### config.mk
export PLATFORM = sky130hd
export DESIGN_NAME = lsq_mem_controller
export DESIGN_NICKNAME = d
export VERILOG_FILES = /design/src/rtl/lsq_mem_controller.sv
export SDC_FILE = /design/constraint.sdc
export NUM_CORES = 1
export LEC_CHECK = 0
export CORE_ASPECT_RATIO = 1.5
export CORE_MARGIN = 4
export CORE_UTILIZATION = 25
export CTS_BUF_LIST = sky130_fd_sc_hd__clkbuf_16
export CTS_CLUSTER_SIZE = 24
export DETAILED_ROUTE_END_ITERATION = 10
export GPL_ROUTABILITY_DRIVEN = 0
export PLACE_DENSITY = 0.46
export SLEW_MARGIN = 20
export SYNTH_ARGS = -nofsm -noshare
export SYNTH_HDL_FRONTEND = slang
export SYNTH_SLANG_ARGS = --single-unit
### constraint.sdc
create_clock -name i_clk -period 2.85 [get_ports i_clk]
set_input_delay 0.285 -clock i_clk [delete_from_list [all_inputs] [get_ports i_clk]]
set_output_delay 0.285 -clock i_clk [all_outputs]
set_load 0.005 [all_outputs]
### src/rtl/lsq_mem_controller.sv
// In-order load/store queue feeding a single-port synchronous RAM and broadcasting loads on the CDB.
// Optional macro LSQ_BOUNDS_CHECK_EN adds o_mem_fault and suppresses out-of-window accesses.
module lsq_mem_controller #(
  parameter int unsigned DEPTH     = 4,
  parameter logic [31:0] BASE_ADDR = 32'h1001_0000,
  parameter int unsigned MEM_AW    = 10
) (
  input  logic              i_clk,
  input  logic              i_rst_n,
  input  logic              i_req_valid,
  output logic              o_req_ready,
  input  logic [1:0]        i_req_opcode,
  input  logic [5:0]        i_req_tag,
  input  logic [31:0]       i_req_addr,
  input  logic [31:0]       i_req_data,
  output logic [MEM_AW-1:0] o_mem_addr,
  output logic [31:0]       o_mem_wdata,
  output logic              o_mem_we,
  output logic              o_mem_re,
  input  logic [31:0]       i_mem_rdata,
  output logic              o_cdb_valid,
  input  logic              i_cdb_grant,
  output logic [5:0]        o_cdb_tag,
  output logic [31:0]       o_cdb_data,
  output logic              o_store_done,
`ifdef LSQ_BOUNDS_CHECK_EN
  output logic              o_mem_fault,
`endif
  output logic              o_busy
);

  localparam int unsigned PW = (DEPTH > 1) ? $clog2(DEPTH) : 1;
  localparam int unsigned CW = PW + 1;
  localparam logic [CW-1:0] FULL_COUNT = CW'(DEPTH);

  localparam logic [1:0] StIdle   = 2'd0;
  localparam logic [1:0] StAccess = 2'd1;
  localparam logic [1:0] StLwait  = 2'd2;
  localparam logic [1:0] StBcast  = 2'd3;

  logic [1:0]    r_state;
  logic [1:0]    w_state_d;
  logic [PW-1:0] r_wr_ptr;
  logic [PW-1:0] r_rd_ptr;
  logic [CW-1:0] r_count;
  logic [CW-1:0] w_count_d;
  logic [5:0]    r_cdb_tag;
  logic [31:0]   r_cdb_data;
  logic          r_fault;

  logic          r_q_load [DEPTH];
  logic [5:0]    r_q_tag  [DEPTH];
  logic [31:0]   r_q_addr [DEPTH];
  logic [31:0]   r_q_data [DEPTH];

  logic          w_op_valid;
  logic          w_push;
  logic          w_pop;
  logic          w_head_load;
  logic [5:0]    w_head_tag;
  logic [31:0]   w_head_addr;
  logic [31:0]   w_head_data;
  logic [31:0]   w_offset;
  logic          w_oow;
  logic          w_access_st;
  logic          w_access_ld;
  logic          w_unused_offset;

  assign o_req_ready = (r_count != FULL_COUNT);
  // No-op opcodes complete the handshake but never occupy an entry.
  assign w_op_valid  = (i_req_opcode == 2'b01) || (i_req_opcode == 2'b10);
  assign w_push      = i_req_valid && o_req_ready && w_op_valid;

  assign w_head_load = r_q_load[r_rd_ptr];
  assign w_head_tag  = r_q_tag[r_rd_ptr];
  assign w_head_addr = r_q_addr[r_rd_ptr];
  assign w_head_data = r_q_data[r_rd_ptr];
  assign w_offset    = w_head_addr - BASE_ADDR;
  assign w_unused_offset = ^{w_offset[31:MEM_AW+2], w_offset[1:0]};

`ifdef LSQ_BOUNDS_CHECK_EN
  assign w_oow = (w_head_addr < BASE_ADDR) || ({1'b0, w_offset} >= (33'd4 << MEM_AW));
`else
  assign w_oow = 1'b0;
`endif

  assign w_access_st = (r_state == StAccess) && !w_head_load;
  assign w_access_ld = (r_state == StAccess) && w_head_load;
  // Stores leave the queue on their write cycle, loads once the read data is captured.
  assign w_pop       = w_access_st || (r_state == StLwait);
  assign w_count_d   = r_count + CW'(w_push) - CW'(w_pop);

  always_comb begin
    w_state_d = r_state;
    case (r_state)
      StIdle: begin
        if (w_count_d != '0) w_state_d = StAccess;
      end
      StAccess: begin
        if (w_head_load) begin
          w_state_d = StLwait;
        end else if (w_count_d == '0) begin
          w_state_d = StIdle;
        end
      end
      StLwait: begin
        w_state_d = StBcast;
      end
      StBcast: begin
        if (i_cdb_grant) w_state_d = (w_count_d != '0) ? StAccess : StIdle;
      end
      default: begin
        w_state_d = StIdle;
      end
    endcase
  end

  always_ff @(posedge i_clk or negedge i_rst_n) begin
    if (!i_rst_n) begin
      r_state    <= StIdle;
      r_wr_ptr   <= '0;
      r_rd_ptr   <= '0;
      r_count    <= '0;
      r_cdb_tag  <= '0;
      r_cdb_data <= '0;
      r_fault    <= 1'b0;
    end else begin
      r_state <= w_state_d;
      r_count <= w_count_d;
      if (w_push) r_wr_ptr <= r_wr_ptr + PW'(1);
      if (w_pop) r_rd_ptr <= r_rd_ptr + PW'(1);
      if (w_access_ld) begin
        r_cdb_tag <= w_head_tag;
        r_fault   <= w_oow;
      end
      if (r_state == StLwait) r_cdb_data <= r_fault ? '0 : i_mem_rdata;
    end
  end

  // Entry storage carries no reset; occupancy is tracked by r_count alone.
  always_ff @(posedge i_clk) begin
    if (w_push) begin
      r_q_load[r_wr_ptr] <= (i_req_opcode == 2'b01);
      r_q_tag[r_wr_ptr]  <= i_req_tag;
      r_q_addr[r_wr_ptr] <= i_req_addr;
      r_q_data[r_wr_ptr] <= i_req_data;
    end
  end

  assign o_mem_we     = w_access_st && !w_oow;
  assign o_mem_re     = w_access_ld && !w_oow;
  assign o_mem_addr   = (r_state == StAccess) ? w_offset[MEM_AW+1:2] : '0;
  assign o_mem_wdata  = o_mem_we ? w_head_data : '0;
  assign o_store_done = w_access_st;
  assign o_cdb_valid  = (r_state == StBcast);
  assign o_cdb_tag    = o_cdb_valid ? r_cdb_tag : '0;
  assign o_cdb_data   = r_cdb_data;
  assign o_busy       = (r_count != '0) || (r_state != StIdle);

`ifdef LSQ_BOUNDS_CHECK_EN
  assign o_mem_fault  = (w_access_st && w_oow) || (o_cdb_valid && r_fault);
`endif

endmodule

== Word-level counts from Yosys, hierarchy flattened ==
Memories as Yosys holds them, arrays and structs flattened. A register that Yosys moved wholly into a read port is not among the register bits.
Index checks and enable logic that the tools add are counted.
Storage, ports and cells
  flip-flop bits (word level): 41
  memory bits (writable): 284
  bits in latches: 0
  word-level logic and storage cells: 49
  ROM bits: 0
  output and inout bits: 86
  memories kept: 4
  input bits: 108
Operators by class
  equal/unequal tests: 9
  shift-type cells: 0
  divide/modulo/power cells: 0
  magnitude comparators: 0
  mux-type cells: 11
  $mul: 0
  reductions and logical operators: 15
  add/sub/neg operators: 5
  bitwise gates (word level): 0
Memories
  r_q_addr: depth 4, bits a word 32, rd ports 1, clocked after memory_dff 0, wr ports 1, RTL line 53  | logic [31:0] r_q_addr [DEPTH];
  r_q_data: depth 4, bits a word 32, rd ports 1, clocked after memory_dff 0, wr ports 1, RTL line 54  | logic [31:0] r_q_data [DEPTH];
  r_q_tag: depth 4, bits a word 6, rd ports 1, clocked after memory_dff 1, wr ports 1, RTL line 52  | logic [5:0] r_q_tag [DEPTH];
  r_q_load: depth 4, bits a word 1, rd ports 1, clocked after memory_dff 0, wr ports 1, RTL line 51  | logic r_q_load [DEPTH];
Operators by type and width (count)
  two-way mux 32 bit: 1
  subtractor 12 x 1 -> 12 bit, second input constant: 1
  two-way mux 10 bit: 1
  two-way mux 2 bit: 4
  one-hot mux 2 bit (4 select lines): 1
  == test 2 bit, second input constant: 3
  two-way mux 6 bit: 1
  nonzero test 3 bit: 2
  adder 2 x 1 -> 2 bit, second input constant: 2
  == test 2 x 1 -> 1 bit, second input constant: 2
  logical AND 1 bit: 4
  adder 3 x 1 -> 3 bit: 1
  logical NOT 3 bit: 1
  logical OR 1 bit: 3
  two-way mux 1 bit: 3
  != test 3 x 2 -> 1 bit, second input constant: 1
  != test 3 bit, second input constant: 1
  AND reduction 3 bit: 1
  subtractor 3 x 1 -> 3 bit: 1
  logical NOT 1 bit: 2
  logical NOT 2 bit: 1
  != test 2 x 1 -> 1 bit, second input constant: 1
  != test 2 bit, second input constant: 1
  nonzero test 2 bit: 1

== Depth between registers and ports, before layout ==
  depth in word-level cells: 9
  mapped depth: 14
  gate-level depth less buffers: 12

== Worst setup path before layout ==
No wires, ideal clock.
  path kind: reg-to-reg
  start point: reg r_rd_ptr[1]
  end point: reg r_state[0]
  setup slack: -0.014 ns
  period minus slack after synthesis: 2.864 ns
  arrival: 2.732 ns
  stages on the path, launching flop included: 15
  library setup time: 0.132 ns
  buffers on the path: 2
  required time: 2.718 ns
  path through: dfrtp_1 -> buf_2 -> mux2_4 -> mux2i_4 -> buf_2 -> nand2_1 -> nand2_1 -> ha_1 -> inv_1 -> ha_1 -> fa_1 -> xnor2_1 -> xnor2_1 -> a2111oi_0 -> nor2_1
Between the ends
  word-level cells in the longest chain between the ends: 9
  elaborated cells between the ends (all ways): 14
  classes of those cells: add/sub: 1; eq/ne: 2; mux: 4; reduce/logical: 6; memory: 1
RTL lines
  start, declared: RTL line 44  | logic [PW-1:0] r_rd_ptr;
  start signal, assigned: RTL line 131  | if (w_pop) r_rd_ptr <= r_rd_ptr + PW'(1);
  memory (4 x 1 bit) *
  logical NOT 1 bit *: RTL line 87  | assign w_access_st = (r_state == StAccess) && !w_head_load;
  logical AND 1 bit *: RTL line 87
  logical OR 1 bit *: RTL line 90  | assign w_pop = w_access_st || (r_state == StLwait);
  named net w_pop: RTL line 58  | logic w_pop;
  subtractor 3 x 1 -> 3 bit *: RTL line 91  | assign w_count_d = r_count + CW'(w_push) - CW'(w_pop);
  named net w_count_d[2]: RTL line 46  | logic [CW-1:0] w_count_d;
  nonzero test 3 bit: RTL line 97, 110
  two-way mux 1 bit: RTL line 110  | if (i_cdb_grant) w_state_d = (w_count_d != '0) ? StAccess : StIdle;
  two-way mux 2 bit: RTL line 110
  one-hot mux 2 bit (4 select lines): RTL line 95  | case (r_state)
  end signal, assigned: RTL line 120  | r_state <= StIdle;
  end signal, assigned: RTL line 128  | r_state <= w_state_d;
  end, declared: RTL line 41  | logic [1:0] r_state;
Mark *: on every way through the listed nets, which the timed path passes. The rest lies on a longest branch. The select of a mux whose other input is x is not followed.
A chain may end at the register's enable or synchronous reset.

== Final worst setup path ==
  start point: reg r_rd_ptr[1]
  end point: out o_mem_wdata[16]
Between the ends
  word-level cells in the longest chain between the ends: 4
  elaborated cells between the ends (all ways): 5
  classes of those cells: mux: 1; reduce/logical: 2; memory: 2
RTL lines
  memory (4 x 1 bit)
  logical NOT 1 bit: RTL line 87
  logical AND 1 bit: RTL line 87
  two-way mux 32 bit *: RTL line 153  | assign o_mem_wdata = o_mem_we ? w_head_data : '0;
  end, declared: RTL line 17  | output logic [31:0] o_mem_wdata,
Mark *: on every way between the ends. The rest lies on a longest branch, timed or not.

==> out/summary.md <==
The core footprint was 36900 sq um; the final max-slew violation count was 0. The placed instance area is 11800 sq um. The count of distinct cell types in the synthesized netlist was 31; the net count of the mapped netlist was 571. Input and output buffers added on the ports amount to 171. The fill cell instance count of the final layout was 3451; the portion of total power attributed to the clock network was 25.2%.

Global routing used 11.1% of the available tracks across all layers. Dividing the detail-routed wire length by the instance count gives 20.6 um. Between clock sinks in the finished design, the worst skew comes to 0.0100 ns.

Overall power consumption after layout is estimated at 13.0 mW. The finished cells cover 13000 sq um. The die span in y is 245 um, and the final core area utilization is 35.1%. The post-detailed-route via-to-cell ratio is 4.29.

Measured against its own limit, the worst slew margin works out to 57.0%. The share of the yosys chip area belonging to registers was 75.1%; the total number of H-tree levels was 1. The repair_antennas step left the layout with diodes totalling 0. In this run, placement finished with an instance count of 1098. The count of TritonRoute iterations in the first routing pass was 4. STA classifies the critical path startpoint as a flop.

The tools report the die footprint as 40800 sq um. For the global route total overflow, the log shows 0. The setup TNS was 0 ns; the top-level port count was 194. TritonCTS built the clock tree.

During synthesis, Yosys emitted a total of 0 warnings. The share of total power consumed by net switching came out at 28.2%. The share of the cycle needed by the critical path after routing is 98.6%. The initial antenna violation count was 0. Summing the areas of all fa, ha and maj instances in the mapped netlist gives 1.14% of the synthesized area.

The compound-cell area share of the yosys netlist was 0.346%. Entering global routing, the biggest net connects 50 pins. The tools report the total of max-cap violations as 0.

The via count of the first global-routing pass is 5545, and the number of setup violations in the final report is 0. Clock tree root driver cell: sky130_fd_sc_hd__clkbuf_16. After Yosys synthesis, XOR and XNOR cells account for 0.466% of the synthesized area. The run gives 457 uV as the worst-case vdd ir drop. Combinational logic burns 37.7% of the power.

Summed over all nets, the switching power comes to 3.66 mW. The floorplan has 86 rows. The tools report the total DRC errors in the routed layout as 0. In this run the remaining antenna-violating nets after routing total 0. For the iteration-0 DRC count of the detailed router, the log shows 137. The fraction of layout cells with a size suffix above 1 came out at 20.7%. Summing every instance area after synthesis gives 9400 sq um. The setup check on the worst reg-to-reg path leaves a slack of 0.14 ns. By area the synthesized netlist is led by sky130_fd_sc_hd__edfxtp_1 (63%), sky130_fd_sc_hd__dfrtp_1 (13%), sky130_fd_sc_hd__mux4_2 (12%), sky130_fd_sc_hd__mux2_1 (4.2%), sky130_fd_sc_hd__and3_1 (2.5%). Setup slack closes at 0.0398 ns.

The simple-gate area share of the yosys netlist was 4.42%; the count of placed standard cells in the final layout, fillers left out was 1160. The largest total area in the synthesized netlist belongs to sky130_fd_sc_hd__edfxtp_1. The number of endpoints with negative hold slack in the final report came out at 0. Synthesis produced a netlist whose cell count is 455.

The leakage power figure was 4.74 nW; the largest fanout on the critical path was 15. After layout, the minimum clock period comes to 2.81 ns. Area share of the leading cell type in the synthesized netlist: 62.6%. After synthesis, the mean cell area works out to 20.7 sq um. From synthesis to final layout, the design area changed by 37.9%. The clock drives 243 sinks. Setup repair after global routing could not meet its margin everywhere. The final route contains 4981 vias. Static timing analysis puts the maximum clock frequency at 356 MHz. The post-placement worst setup slack is -0.266 ns.

Yosys mapped a number of flops with a built-in enable equal to 196. For this run, asynchronously set or reset flops after synthesis account for 19.3%. The tools report the endpoint class of the critical path as a primary output.

In this run, CTS created clock tree buffers numbering 26. The prevailing post-synth register cell is sky130_fd_sc_hd__edfxtp_1. The final HPWL from detailed placement was 13.3 mm.

Combinational family with the most area after synthesis: multiplexers. For this run, the post-layout net count is 776. The run finished with clean final reports. Measured against the total synthesized area, the mux share comes to 16.7%. The clock latency of the later-clocked register in the worst-skew pair was 0.53 ns; the number of buffers on the longest clock path was 3.

After clock tree synthesis, the clock-pin slew on the worst setup and hold paths is 0.06 ns. STA puts the critical path data required time at 2.57 ns. For the part of the power in registers, the log shows 37.1%. The worst setup path is of the reg -> out kind.

The number of storage elements in the synthesis netlist came out at 243. The internal power summed over all cells is 9.32 mW, and the power per unit of standard cell area is 1000 nW/um^2. The wire length of the first global-routing pass was 35.0 mm. Data on the critical path arrives at its endpoint at 2.53 ns. The run gives 25.5% as the effective utilization at floorplan. Across all hold checks on the routed design, the worst slack comes to 0.318 ns. Measured along the x axis, the die boundary spans 166 um.

For this block, the routed nets add up to 23.9 mm of wire. Class of the most critical hold timing path: in -> async. The transition time at the pin with the least slew margin is 0.644 ns.
critical path, cell delays in order (launching register included):
cell and delay, ns:
sky130_fd_sc_hd__dfrtp_2 0.44, sky130_fd_sc_hd__mux2_4 0.33, sky130_fd_sc_hd__mux2i_4 0.17, sky130_fd_sc_hd__buf_4 0.15, sky130_fd_sc_hd__buf_12 0.15, sky130_fd_sc_hd__and3_1 0.22
sky130_fd_sc_hd__clkdlybuf4s50_1 0.53
placed cells by master, fill, tap and decap left out, types with 2 or more instances in the layout:
cell type,n
sky130_fd_sc_hd__edfxtp_1,196
sky130_fd_sc_hd__clkdlybuf4s50_1,159
sky130_fd_sc_hd__mux4_2,48
sky130_fd_sc_hd__dfrtp_1,45
sky130_fd_sc_hd__mux2_1,35
sky130_fd_sc_hd__and3_1,34
sky130_fd_sc_hd__clkbuf_16,30
sky130_fd_sc_hd__buf_4,17
sky130_fd_sc_hd__and2_1,11
sky130_fd_sc_hd__dlymetal6s2s_1,11
sky130_fd_sc_hd__inv_1,8
sky130_fd_sc_hd__ha_1,7
sky130_fd_sc_hd__clkinv_1,7
sky130_fd_sc_hd__buf_12,7
sky130_fd_sc_hd__nand2_1,6
sky130_fd_sc_hd__clkinv_2,6
sky130_fd_sc_hd__and3_4,4
sky130_fd_sc_hd__and2_2,4
sky130_fd_sc_hd__mux2_2,4
sky130_fd_sc_hd__nor2_1,3
sky130_fd_sc_hd__xnor2_1,3
sky130_fd_sc_hd__bufinv_16,3
sky130_fd_sc_hd__buf_16,3
sky130_fd_sc_hd__mux2_4,2
final timing paths:
check / start / end / depth (start not counted)
setup / recovery: r_rd_ptr[1] / o_mem_wdata[16] / 6
hold / removal: i_rst_n / o_cdb_data[12] / 2
setup reg to reg: r_rd_ptr[0] / r_state[0] / 12
hold reg to reg: o_cdb_data[30] / o_cdb_data[30] / 1
max in group asynchronous: i_rst_n / o_cdb_data[2] / 3
min in group i_clk: i_mem_rdata[10] / o_cdb_data[10] / 2
cells by family (layout without fill, tap and decap cells):
kind of cell             count (synthesis)  in the layout
multiplexers                            90             90
XOR/XNOR                                 5              5
adder cells (fa/ha/maj)                  8              8
buffers and inverters                   35            256
AO/OA/AOI/OAI                            5              5
flip-flops                             243            243
AND/OR/NAND/NOR                         69             69
power groups by stage:
stage / Sequential [mW] / Combinational (mW) / Clock (mW)
CTS: 4.82 / 4.75 / 3.41
finish: 4.81 / 4.89 / 3.27
detailed placement: 4.88 / 4.42 / 0
global route: 4.89 / 5.33 / 3.57
floorplan: 4.83 / 2.26 / 0
global placement: 4.84 / 4.35 / 0
metal layers:
| metal | part of all wire (%) | vias to the layer above | global-route usage (%) |
|---|---|---|---|
| met2 | 54 | 156 | 20.9 |
| met5 | 0 | - | 0 |
| met3 | 5.7 | 25 | 2.64 |
| met4 | 2.1 | 0 | 3.54 |
| met1 | 38 | 2595 | 12.5 |
| li1 | - | 2205 | - |
final cells by class:
type / count / area (sq um) / share of cell area, %
inverters: 8 / 30.0 / 0.232
flip-flops and latches: 243 / 7070 / 54.5
clock inverters: 17 / 150 / 1.16
multi-input cells: 177 / 2220 / 17.1
repair buffers: 204 / 2210 / 17.1
well taps: 484 / 606 / 4.67
clock buffers: 27 / 676 / 5.21
Yosys cell counts (2+ instances only):
master	count
sky130_fd_sc_hd__edfxtp_1	196
sky130_fd_sc_hd__mux4_2	48
sky130_fd_sc_hd__dfrtp_1	47
sky130_fd_sc_hd__and3_1	38
sky130_fd_sc_hd__mux2_1	35
sky130_fd_sc_hd__and2_1	15
sky130_fd_sc_hd__buf_2	11
sky130_fd_sc_hd__clkbuf_1	11
sky130_fd_sc_hd__ha_1	7
sky130_fd_sc_hd__inv_1	7
sky130_fd_sc_hd__nand2_1	6
sky130_fd_sc_hd__buf_4	5
sky130_fd_sc_hd__mux2_2	4
sky130_fd_sc_hd__xnor2_1	4
sky130_fd_sc_hd__nor2_1	3
sky130_fd_sc_hd__mux2_4	2
sky130_fd_sc_hd__nand2b_1	2
what timing repair did:
| action | 4_1_cts | 5_1_grt |
|---|---|---|
| setup endpoints to repair | 43 | 40 |
| gates resized for setup | 8 | 20 |
| pin swaps | 0 | 3 |
| hold endpoints to repair | 27 | 0 |
| gates cloned | 3 | 4 |
| hold buffers | 1 | 0 |
| buffers inserted | 2 | 8 |
flip-flops by register name, indices dropped and copies added, names as in the netlist, named ones only:
signal	cells
r_rd_ptr	2
r_wr_ptr	2
r_q_load	4
r_cdb_tag	6
r_q_tag	24
r_state	1
r_q_addr	40
r_q_data	128
r_count	3
o_cdb_data	32
Power figures use the tool's default switching activity.
